<file path="src/rtl/mips_pkg.sv">
// Shared constants for the fetch pipeline slice.
// Word-aligned PC helpers live here too.
package mips_pkg;

  localparam int XLEN = 32;

  localparam logic [XLEN-1:0] NOP_INSTR = 32'h0000_0000;
  localparam logic [XLEN-1:0] RESET_PC  = 32'h0000_0000;
  localparam logic [XLEN-1:0] PC_INC    = 32'd4;

  function automatic logic [XLEN-1:0] align4(
    input logic [XLEN-1:0] a
  );
    return {a[XLEN-1:2], 2'b00};
  endfunction

endpackage

</file>
<file path="src/rtl/fetch_stage_if.sv">
// Instruction-memory bus between fetch and imem.
// Read data is combinational for the presented address.
interface fetch_stage_if;
  import mips_pkg::*;

  logic [XLEN-1:0] imem_addr;
  logic [XLEN-1:0] imem_rdata;

  modport master (
    output imem_addr,
    input  imem_rdata
  );

  modport slave (
    input  imem_addr,
    output imem_rdata
  );

endinterface

</file>
<file path="src/rtl/fetch_stage_pc_reg.sv">
// PC register with synchronous active-high reset
// and load enable.
module pc_reg
  import mips_pkg::*;
#(
  parameter logic [XLEN-1:0] RST_VAL = '0
) (
  input  logic            clk,
  input  logic            reset,
  input  logic            en,
  input  logic [XLEN-1:0] d,
  output logic [XLEN-1:0] q
);

  logic [XLEN-1:0] r_q;

  always_ff @(posedge clk) begin
    if (reset)
      r_q <= RST_VAL;
    else if (en)
      r_q <= d;
  end

  assign q = r_q;

endmodule

</file>
<file path="src/rtl/fetch_stage.sv">
// IF stage: next-PC select, IF/ID latch with
// stall/flush/redirect, sticky misalign flag.
module fetch_stage
  import mips_pkg::*;
#(
  parameter logic [31:0] RESET_PC  = mips_pkg::RESET_PC,
  parameter logic [31:0] NOP_INSTR = mips_pkg::NOP_INSTR
) (
  input  logic         clk,
  input  logic         reset,
  input  logic         stall,
  input  logic         flush,
  input  logic         branch_taken,
  input  logic [31:0]  branch_target,
  input  logic         jump,
  input  logic [31:0]  jump_target,
  fetch_stage_if.master imem,
  output logic [31:0]  pc,
  output logic [31:0]  ifid_instr,
  output logic [31:0]  ifid_pc4,
  output logic         ifid_valid,
  output logic         misalign
);

  logic        w_redirect;
  logic [31:0] w_target;
  logic [31:0] w_pc;
  logic [31:0] w_pc_plus4;
  logic [31:0] w_pc_next;
  logic        w_pc_en;

  logic [31:0] r_instr;
  logic [31:0] r_pc4;
  logic        r_valid;
  logic        r_misalign;

  // Branch outranks jump; a redirect outranks stall.
  assign w_redirect = branch_taken | jump;
  assign w_target   = branch_taken ? branch_target
                                   : jump_target;
  assign w_pc_plus4 = w_pc + PC_INC;
  assign w_pc_next  = w_redirect ? align4(w_target)
                                 : w_pc_plus4;
  assign w_pc_en    = w_redirect | ~stall;

  pc_reg #(
    .RST_VAL (RESET_PC)
  ) u_pc_reg (
    .clk   (clk),
    .reset (reset),
    .en    (w_pc_en),
    .d     (w_pc_next),
    .q     (w_pc)
  );

  always_ff @(posedge clk) begin
    if (reset) begin
      r_instr <= NOP_INSTR;
      r_pc4   <= '0;
      r_valid <= 1'b0;
    end else if (w_redirect | flush) begin
      r_instr <= NOP_INSTR;
      r_pc4   <= '0;
      r_valid <= 1'b0;
    end else if (!stall) begin
      r_instr <= imem.imem_rdata;
      r_pc4   <= w_pc_plus4;
      r_valid <= 1'b1;
    end
  end

  always_ff @(posedge clk) begin
    if (reset)
      r_misalign <= 1'b0;
    else if (w_redirect && (w_target[1:0] != 2'b00))
      r_misalign <= 1'b1;
  end

  assign imem.imem_addr = w_pc;
  assign pc             = w_pc;
  assign ifid_instr     = r_instr;
  assign ifid_pc4       = r_pc4;
  assign ifid_valid     = r_valid;
  assign misalign       = r_misalign;

endmodule

</file>
<file path="src/flat_wrapper.sv">
// flat-port wrapper written by rule: the top's interface ports become plain ports
module fetch_stage_flat import mips_pkg::*;
#(
  parameter logic [31:0] RESET_PC  = mips_pkg::RESET_PC,
  parameter logic [31:0] NOP_INSTR = mips_pkg::NOP_INSTR
)
  (clk, reset, stall, flush, branch_taken, branch_target, jump, jump_target, pc, ifid_instr, ifid_pc4, ifid_valid, misalign, imem_imem_addr, imem_imem_rdata);
  fetch_stage_if imem_i ();
  input  logic clk;
  input  logic reset;
  input  logic stall;
  input  logic flush;
  input  logic branch_taken;
  input  logic [31:0] branch_target;
  input  logic jump;
  input  logic [31:0] jump_target;
  output logic [31:0] pc;
  output logic [31:0] ifid_instr;
  output logic [31:0] ifid_pc4;
  output logic ifid_valid;
  output logic misalign;
  output wire logic [$bits(imem_i.imem_addr)-1:0] imem_imem_addr;
  input wire logic [$bits(imem_i.imem_rdata)-1:0] imem_imem_rdata;
  assign imem_imem_addr = imem_i.imem_addr;
  assign imem_i.imem_rdata = imem_imem_rdata;
  fetch_stage #(.RESET_PC(RESET_PC), .NOP_INSTR(NOP_INSTR)) u_core (.clk(clk), .reset(reset), .stall(stall), .flush(flush), .branch_taken(branch_taken), .branch_target(branch_target), .jump(jump), .jump_target(jump_target), .imem(imem_i), .pc(pc), .ifid_instr(ifid_instr), .ifid_pc4(ifid_pc4), .ifid_valid(ifid_valid), .misalign(misalign));
endmodule
</file>
<file path="config.mk">
export PLATFORM = sky130hd
export DESIGN_NAME = fetch_stage_flat
export DESIGN_NICKNAME = d
export VERILOG_FILES = /design/src/rtl/mips_pkg.sv /design/src/rtl/fetch_stage_if.sv /design/src/rtl/fetch_stage_pc_reg.sv /design/src/rtl/fetch_stage.sv /design/src/flat_wrapper.sv
export SDC_FILE = /design/constraint.sdc
export NUM_CORES = 1
export LEC_CHECK = 0
export BUFFER_PORTS_ARGS = -buffer_cell sky130_fd_sc_hd__buf_2
export CAP_MARGIN = 20
export CELL_PAD_IN_SITES_DETAIL_PLACEMENT = 1
export CELL_PAD_IN_SITES_GLOBAL_PLACEMENT = 1
export CORE_MARGIN = 4
export CORE_UTILIZATION = 36
export DETAILED_ROUTE_END_ITERATION = 8
export PLACE_DENSITY_LB_ADDON = 0.05
export SETUP_SLACK_MARGIN = 0.1
export SLEW_MARGIN = 25
export SYNTH_ARGS = -nofsm -noshare
export SYNTH_HDL_FRONTEND = slang
export SYNTH_SLANG_ARGS = --single-unit
</file>
<file path="constraint.sdc">
create_clock -name clk -period 6.6 [get_ports clk]
set_input_delay 0.33 -clock clk [delete_from_list [all_inputs] [get_ports clk]]
set_output_delay 0.33 -clock clk [all_outputs]
set_load 0.005 [all_outputs]
</file>
==> flow_summary.json, run 1 <==
{
  "start_util": 0.3683,
  "cts_root_buf": "clkbuf_16",
  "wirelength_mm": 17.82,
  "ant_nets": 0,
  "postPlaceCellArea_sq_mm": 0.005851,
  "hpwl_mm": 12.96,
  "clk_path_buf_depth": 2,
  "timing_max_transition_violations_final": 0,
  "ys_async_sr_fraction": 0,
  "clk_latency_ns": 0.35,
  "fin_skew_ns": 0.008248,
  "finalHoldViolCount": 0,
  "synth_edf_count": 0,
  "dp.cells": 921,
  "period_share": 0.4207,
  "vdd_drop_max_uv": 111.5,
  "wl_per_cell_microns": 19.02,
  "design_area_sq_mm": 0.006185,
  "grt_max_degree": 71,
  "pwr-share-seq": 0.446,
  "synthCells": 589,
  "tightestPinTransition_ns": 0.9737,
  "drt-vias-per-instance": 5.295,
  "yosysUniqueCellTypes": 56,
  "hp-class": "primary input to flop",
  "cts_hold_buffers": 0,
  "drt_iter0_drc": 236,
  "tritoncts": "done",
  "cts_setup_buffers": 0,
  "status": "finished, final reports clean",
  "swShare": 0.2689,
  "firstDrtPassIters": 5,
  "path_class": "flop to flop",
  "vias": 4961,
  "gr-total-overflow": 0,
  "grt_pass1_vias": 5290,
  "finalSetupTns_ns": 0,
  "cts_resized": 0,
  "syn_to_final_growth_pct": 26.29,
  "cts_buffers": 9,
  "nets": 859,
  "drc_errors": 0,
  "p_clk_frac": 0.418,
  "hold_slack_ns": 0.1845,
  "fmax_mhz": 360.2,
  "die-height_microns": 124.6,
  "port_buffers": 225,
  "ys.flop_type": "dfxtp_1",
  "p_int_uw": 1019,
  "relSlewSlack": 0.3485,
  "cp.arrival_ns": 3.03,
  "antenna_found_initial": 2,
  "setup.worst_path.start_class": "flop",
  "synthTopCellsByArea": "dfxtp_1 (38%), mux2i_1 (7.6%), buf_4 (5.7%), a21oi_1 (5.4%), nor2_1 (5.0%)",
  "yosysTopAreaCell": "dfxtp_1",
  "yosysWarnings": 0,
  "die_x_microns": 124.6,
  "cts.sinks": 94,
  "io_pins": 232,
  "instances_no_fill": 937,
  "netlist.area_leader.share": 0.3843,
  "grt_pass1_wl_mm": 28.68,
  "p_sw_uw": 374.7,
  "postSynthAreaPerCell_sq_um": 8.314,
  "leakage_uw": 0.002828,
  "power.density_mw_per_mm2": 225.3,
  "path_max_fanout": 12,
  "ys_seq_area_frac": 0.3843,
  "worstPathRequired_ns": 6.85,
  "gp_congestion": 0.8500,
  "pwr-share-comb": 0.136,
  "maxCapViolations": 0,
  "end_kind": "flop",
  "grtUsageTotal": 0.2268,
  "clk_pin_slew_ns": 0.07,
  "rsz0062_at_grt": "no",
  "diodes": 0,
  "setup_viol": 0,
  "netlist_area_sq_mm": 0.004897,
  "yosys_register_bits": 94,
  "placementRows": 42,
  "cts_max_level": 3,
  "drive_gt1_frac": 0.3390,
  "core_region_area_sq_mm": 0.01330,
  "die_area_sq_mm": 0.01553,
  "min_period_ns": 2.777
}
-- power by group through the flow --
stage	Sequential, uW	Combinational (uW)	Clock [uW]
floorplan	622	126	0
global placement	634	185	0
detailed placement	635	190	0
CTS	622	191	595
global route	627	211	620
finish	622	189	582
-- routing by layer --
layer  vias up  share of wire  global-route usage
li1       2406              -                   -
met1      2354           0.42              0.2766
met2       172           0.48              0.3830
met3        25          0.080             0.06904
met4         4          0.020             0.07092
met5         -         0.0011                   0
-- Yosys cell counts (11+ instances only) --
cell and n:
a21oi_1 53, nor3_1 15, buf_4 37, dfxtp_1 94, xnor2_1 17, mux2i_1 37, nor4_1 11, nand3_1 13
a22oi_1 11, nand2_1 42, clkbuf_1 25, nor2_1 65, o21ai_0 31
-- worst max-delay path: stages, from the launching register on --
cell	delay, ns
dfxtp_1	0.56
nand3_1	0.45
or4_1	0.89
nor4_1	0.44
nor3_1	0.09
o41ai_1	0.25
-- final timing paths --
kind,from,end,slack [ns],cells past startpoint
worst max-delay path,u_core.u_pc_reg.q[7],u_core.u_pc_reg.q[29],3.82,5
worst min-delay path,branch_target[24],u_core.u_pc_reg.q[24],0.18,3
worst max register to register,u_core.u_pc_reg.q[7],u_core.u_pc_reg.q[29],3.82,5
worst min register to register,u_core.ifid_valid,u_core.ifid_valid,0.46,1
-- layout make-up --
type | instances | area (sq um)
clock buffers | 10 | 239.0
well taps | 176 | 220.2
fillers | 1663 | 7111
multi-input cells | 414 | 2566
flip-flops and latches | 94 | 1882
clock inverters | 6 | 92.59
repair buffers | 228 | 1151
inverters | 9 | 33.78
-- sequential cells by signal (all words and copies together) (netlist names) --
register	count
u_core.u_pc_reg.q	30
u_core.ifid_pc4	30
u_core.misalign	1
u_core.ifid_valid	1
u_core.ifid_instr	32
-- per-stage QoR --
stage | power [uW] | setup WS (ns) | util
floorplan | 747.3 | 4.322 | -
global placement | 818.5 | 3.934 | 0.4401
detailed placement | 824.8 | 3.867 | 0.4401
CTS | 1408 | 3.851 | 0.4650
global route | 1457 | 3.659 | 0.4652
finish | 1394 | 3.823 | 0.4652
-- layout by cell type, fill, tap and decap left out, types with 13 or more instances in the layout --
cell | synthesis | layout
a21oi_1 | 53 | 53
buf_2 | 7 | 224
dfxtp_1 | 94 | 94
mux2i_1 | 37 | 37
nand2_1 | 42 | 42
nand3_1 | 13 | 13
nor2_1 | 65 | 64
nor3_1 | 15 | 15
o21ai_0 | 31 | 31
xnor2_1 | 17 | 17
-- kinds of logic (layout without fill, tap and decap cells) --
kind of cell | count (synthesis) | after routing | share of synthesized area
simple gates | 189 | 189 | 0.1939
fa+ha+maj | 1 | 1 | 0.002555
other cells | 1 | 6 | 0.0007657
mux | 38 | 38 | 0.07793
flops | 94 | 94 | 0.3843
xor+xnor | 27 | 27 | 0.04829
compound gates | 153 | 153 | 0.1960
buf+inv | 86 | 253 | 0.09632
Power figures use the tool's default switching activity.
==> run 2, diff against run 1 <==
--- a/config.mk
+++ b/config.mk
@@ -10,7 +10,7 @@
 export CELL_PAD_IN_SITES_DETAIL_PLACEMENT = 1
 export CELL_PAD_IN_SITES_GLOBAL_PLACEMENT = 1
 export CORE_MARGIN = 4
-export CORE_UTILIZATION = 36
+export CORE_UTILIZATION = 33
 export DETAILED_ROUTE_END_ITERATION = 8
 export PLACE_DENSITY_LB_ADDON = 0.05
 export SETUP_SLACK_MARGIN = 0.1
==> constraint.sdc (replaced) <==
create_clock -name clk -period 2.8 [get_ports clk]
set_input_delay 0.14 -clock clk [delete_from_list [all_inputs] [get_ports clk]]
set_output_delay 0.14 -clock clk [all_outputs]
set_load 0.005 [all_outputs]
==> run 2 against run 1 <==
Against the previous run: clock skew decreased by 0.0039 ns; count of clock-buffer cells in the layout up 2; combinational power grew to 2.6 times the previous value; fmax grew 11%; routed wire length increased by 3.7%; non-clock buffer count increased by 18; via count grew 2.3%; first-iteration DRC count down 14%; power rose by 140%; critical path type unchanged; cell count is 2.7% higher.
==> flow_summary.json, run 2 (same netlist as run 1, synthesis figures left out) <==
{
  "path_class": "flop to flop",
  "fmax_mhz": 400.5,
  "die_area_sq_mm": 0.01685,
  "maxCapViolations": 0,
  "drive_gt1_frac": 0.3509,
  "worstPathRequired_ns": 3.03,
  "leakage_uw": 0.002915,
  "relSlewSlack": 0.4979,
  "die-height_microns": 129.8,
  "hpwl_mm": 13.94,
  "hold_start": "branch_target[28]",
  "largest_register_ffs": 32,
  "gp_congestion": 0.8451,
  "tightestPinTransition_ns": 0.7531,
  "finalHoldViolCount": 0,
  "path_max_fanout": 9,
  "vdd_drop_max_uv": 288.6,
  "cts.sinks": 94,
  "fin_skew_ns": 0.004318,
  "firstDrtPassIters": 4,
  "core_region_area_sq_mm": 0.01453,
  "setup.worst_path.start_class": "flop",
  "gr-total-overflow": 0,
  "drt_iter0_drc": 203,
  "antenna_found_initial": 3,
  "cp.arrival_ns": 2.72,
  "wl_per_cell_microns": 19.21,
  "worstSetupStartpoint": "u_core.u_pc_reg.q[3]",
  "grt_pass1_vias": 5149,
  "grtUsageTotal": 0.2145,
  "cts_root_buf": "clkbuf_16",
  "grt_pass1_wl_mm": 28.17,
  "diodes": 0,
  "power_uw": 3296,
  "wirelength_mm": 18.48,
  "die_x_microns": 129.8,
  "tritoncts": "done",
  "clk_path_buf_depth": 2,
  "status": "finished, final reports clean",
  "timing_max_transition_violations_final": 0,
  "instances_no_fill": 962,
  "final_cell_mix": "buf_2 (224), dfxtp_1 (94), nor2_1 (64)",
  "io_pins": 232,
  "drt-vias-per-instance": 5.273,
  "hp-class": "primary input to flop",
  "start_util": 0.3369,
  "vias": 5073,
  "port_buffers": 225,
  "placementRows": 44,
  "mostFrequentLayoutCell": "buf_2",
  "cts_max_level": 3,
  "ant_nets": 0,
  "clk_pin_slew_ns": 0.07,
  "timing.rr.start": "u_core.u_pc_reg.q[3]",
  "power.density_mw_per_mm2": 520.5,
  "cts_buffers": 9,
  "dp.cells": 945,
  "clk_latency_ns": 0.34,
  "finalSetupTns_ns": 0,
  "drc_errors": 0,
  "rsz0062_at_grt": "no",
  "syn_to_final_growth_pct": 29.28,
  "period_share": 0.8917,
  "grt_max_degree": 37,
  "nets": 877,
  "min_period_ns": 2.497,
  "end_kind": "flop",
  "setup_viol": 0
}
run 2: through the flow:
step | setup WS [ns] | hold slack, ns | cell area [sq um] | util
after floorplan | 0.5218 | 0.2432 | 4916 | -
after global placement | 0.4765 | 0.3495 | 5981 | 0.4115
after detailed placement | 0.3384 | 0.3468 | 5981 | 0.4115
after CTS | 0.3248 | 0.01465 | 6325 | 0.4352
after global routing | 0.1422 | 0.03491 | 6331 | 0.4356
final | 0.3032 | 0.02100 | 6331 | 0.4356
run 2: what timing repair did:
action	4_1_cts	5_1_grt
hold endpoints to repair	2	0
gates resized for setup	0	1
setup endpoints to repair	0	1
hold buffers	2	0
buffers inserted	0	0
run 2: per-layer routing:
layer | vias to the layer above | routed length (microns) | GRT usage
li1 | 2434 | - | -
met1 | 2426 | 7680 | 0.2521
met3 | 32 | 1357 | 0.05485
met2 | 175 | 9028 | 0.3743
met4 | 6 | 390 | 0.08374
met5 | - | 22 | 0
run 2: final timing paths:
| kind | slack, ns | cells past startpoint | end |
|---|---|---|---|
| hold reg to reg | 0.46 | 2 | u_core.ifid_pc4[28] |
| setup / recovery | 0.30 | 6 | u_core.u_pc_reg.q[30] |
| setup reg to reg | 0.30 | 6 | u_core.u_pc_reg.q[30] |
| hold / removal | 0.02 | 3 | u_core.u_pc_reg.q[28] |
run 2: layout make-up:
type                       instances  area (sq um)
clock buffer                      12         256.5
clock inverter                     3         67.56
fill                            1798          8203
inverter                           9         33.78
multi-input combinational        414          2570
sequential                        94          1882
tap                              184         230.2
timing repair buffer             246          1291
run 2: worst max-delay path, stage by stage (launching register included):
cell	delay (ns)
dfxtp_1	0.44
ha_1	0.37
nand4_4	0.19
or3_1	0.52
or4_4	0.60
mux2i_1	0.16
o21ai_0	0.09
run 2: report_power, final:
group	switching (uW)	internal, uW
sequential	70.2	1380
combinational	257	225
clock	535	828
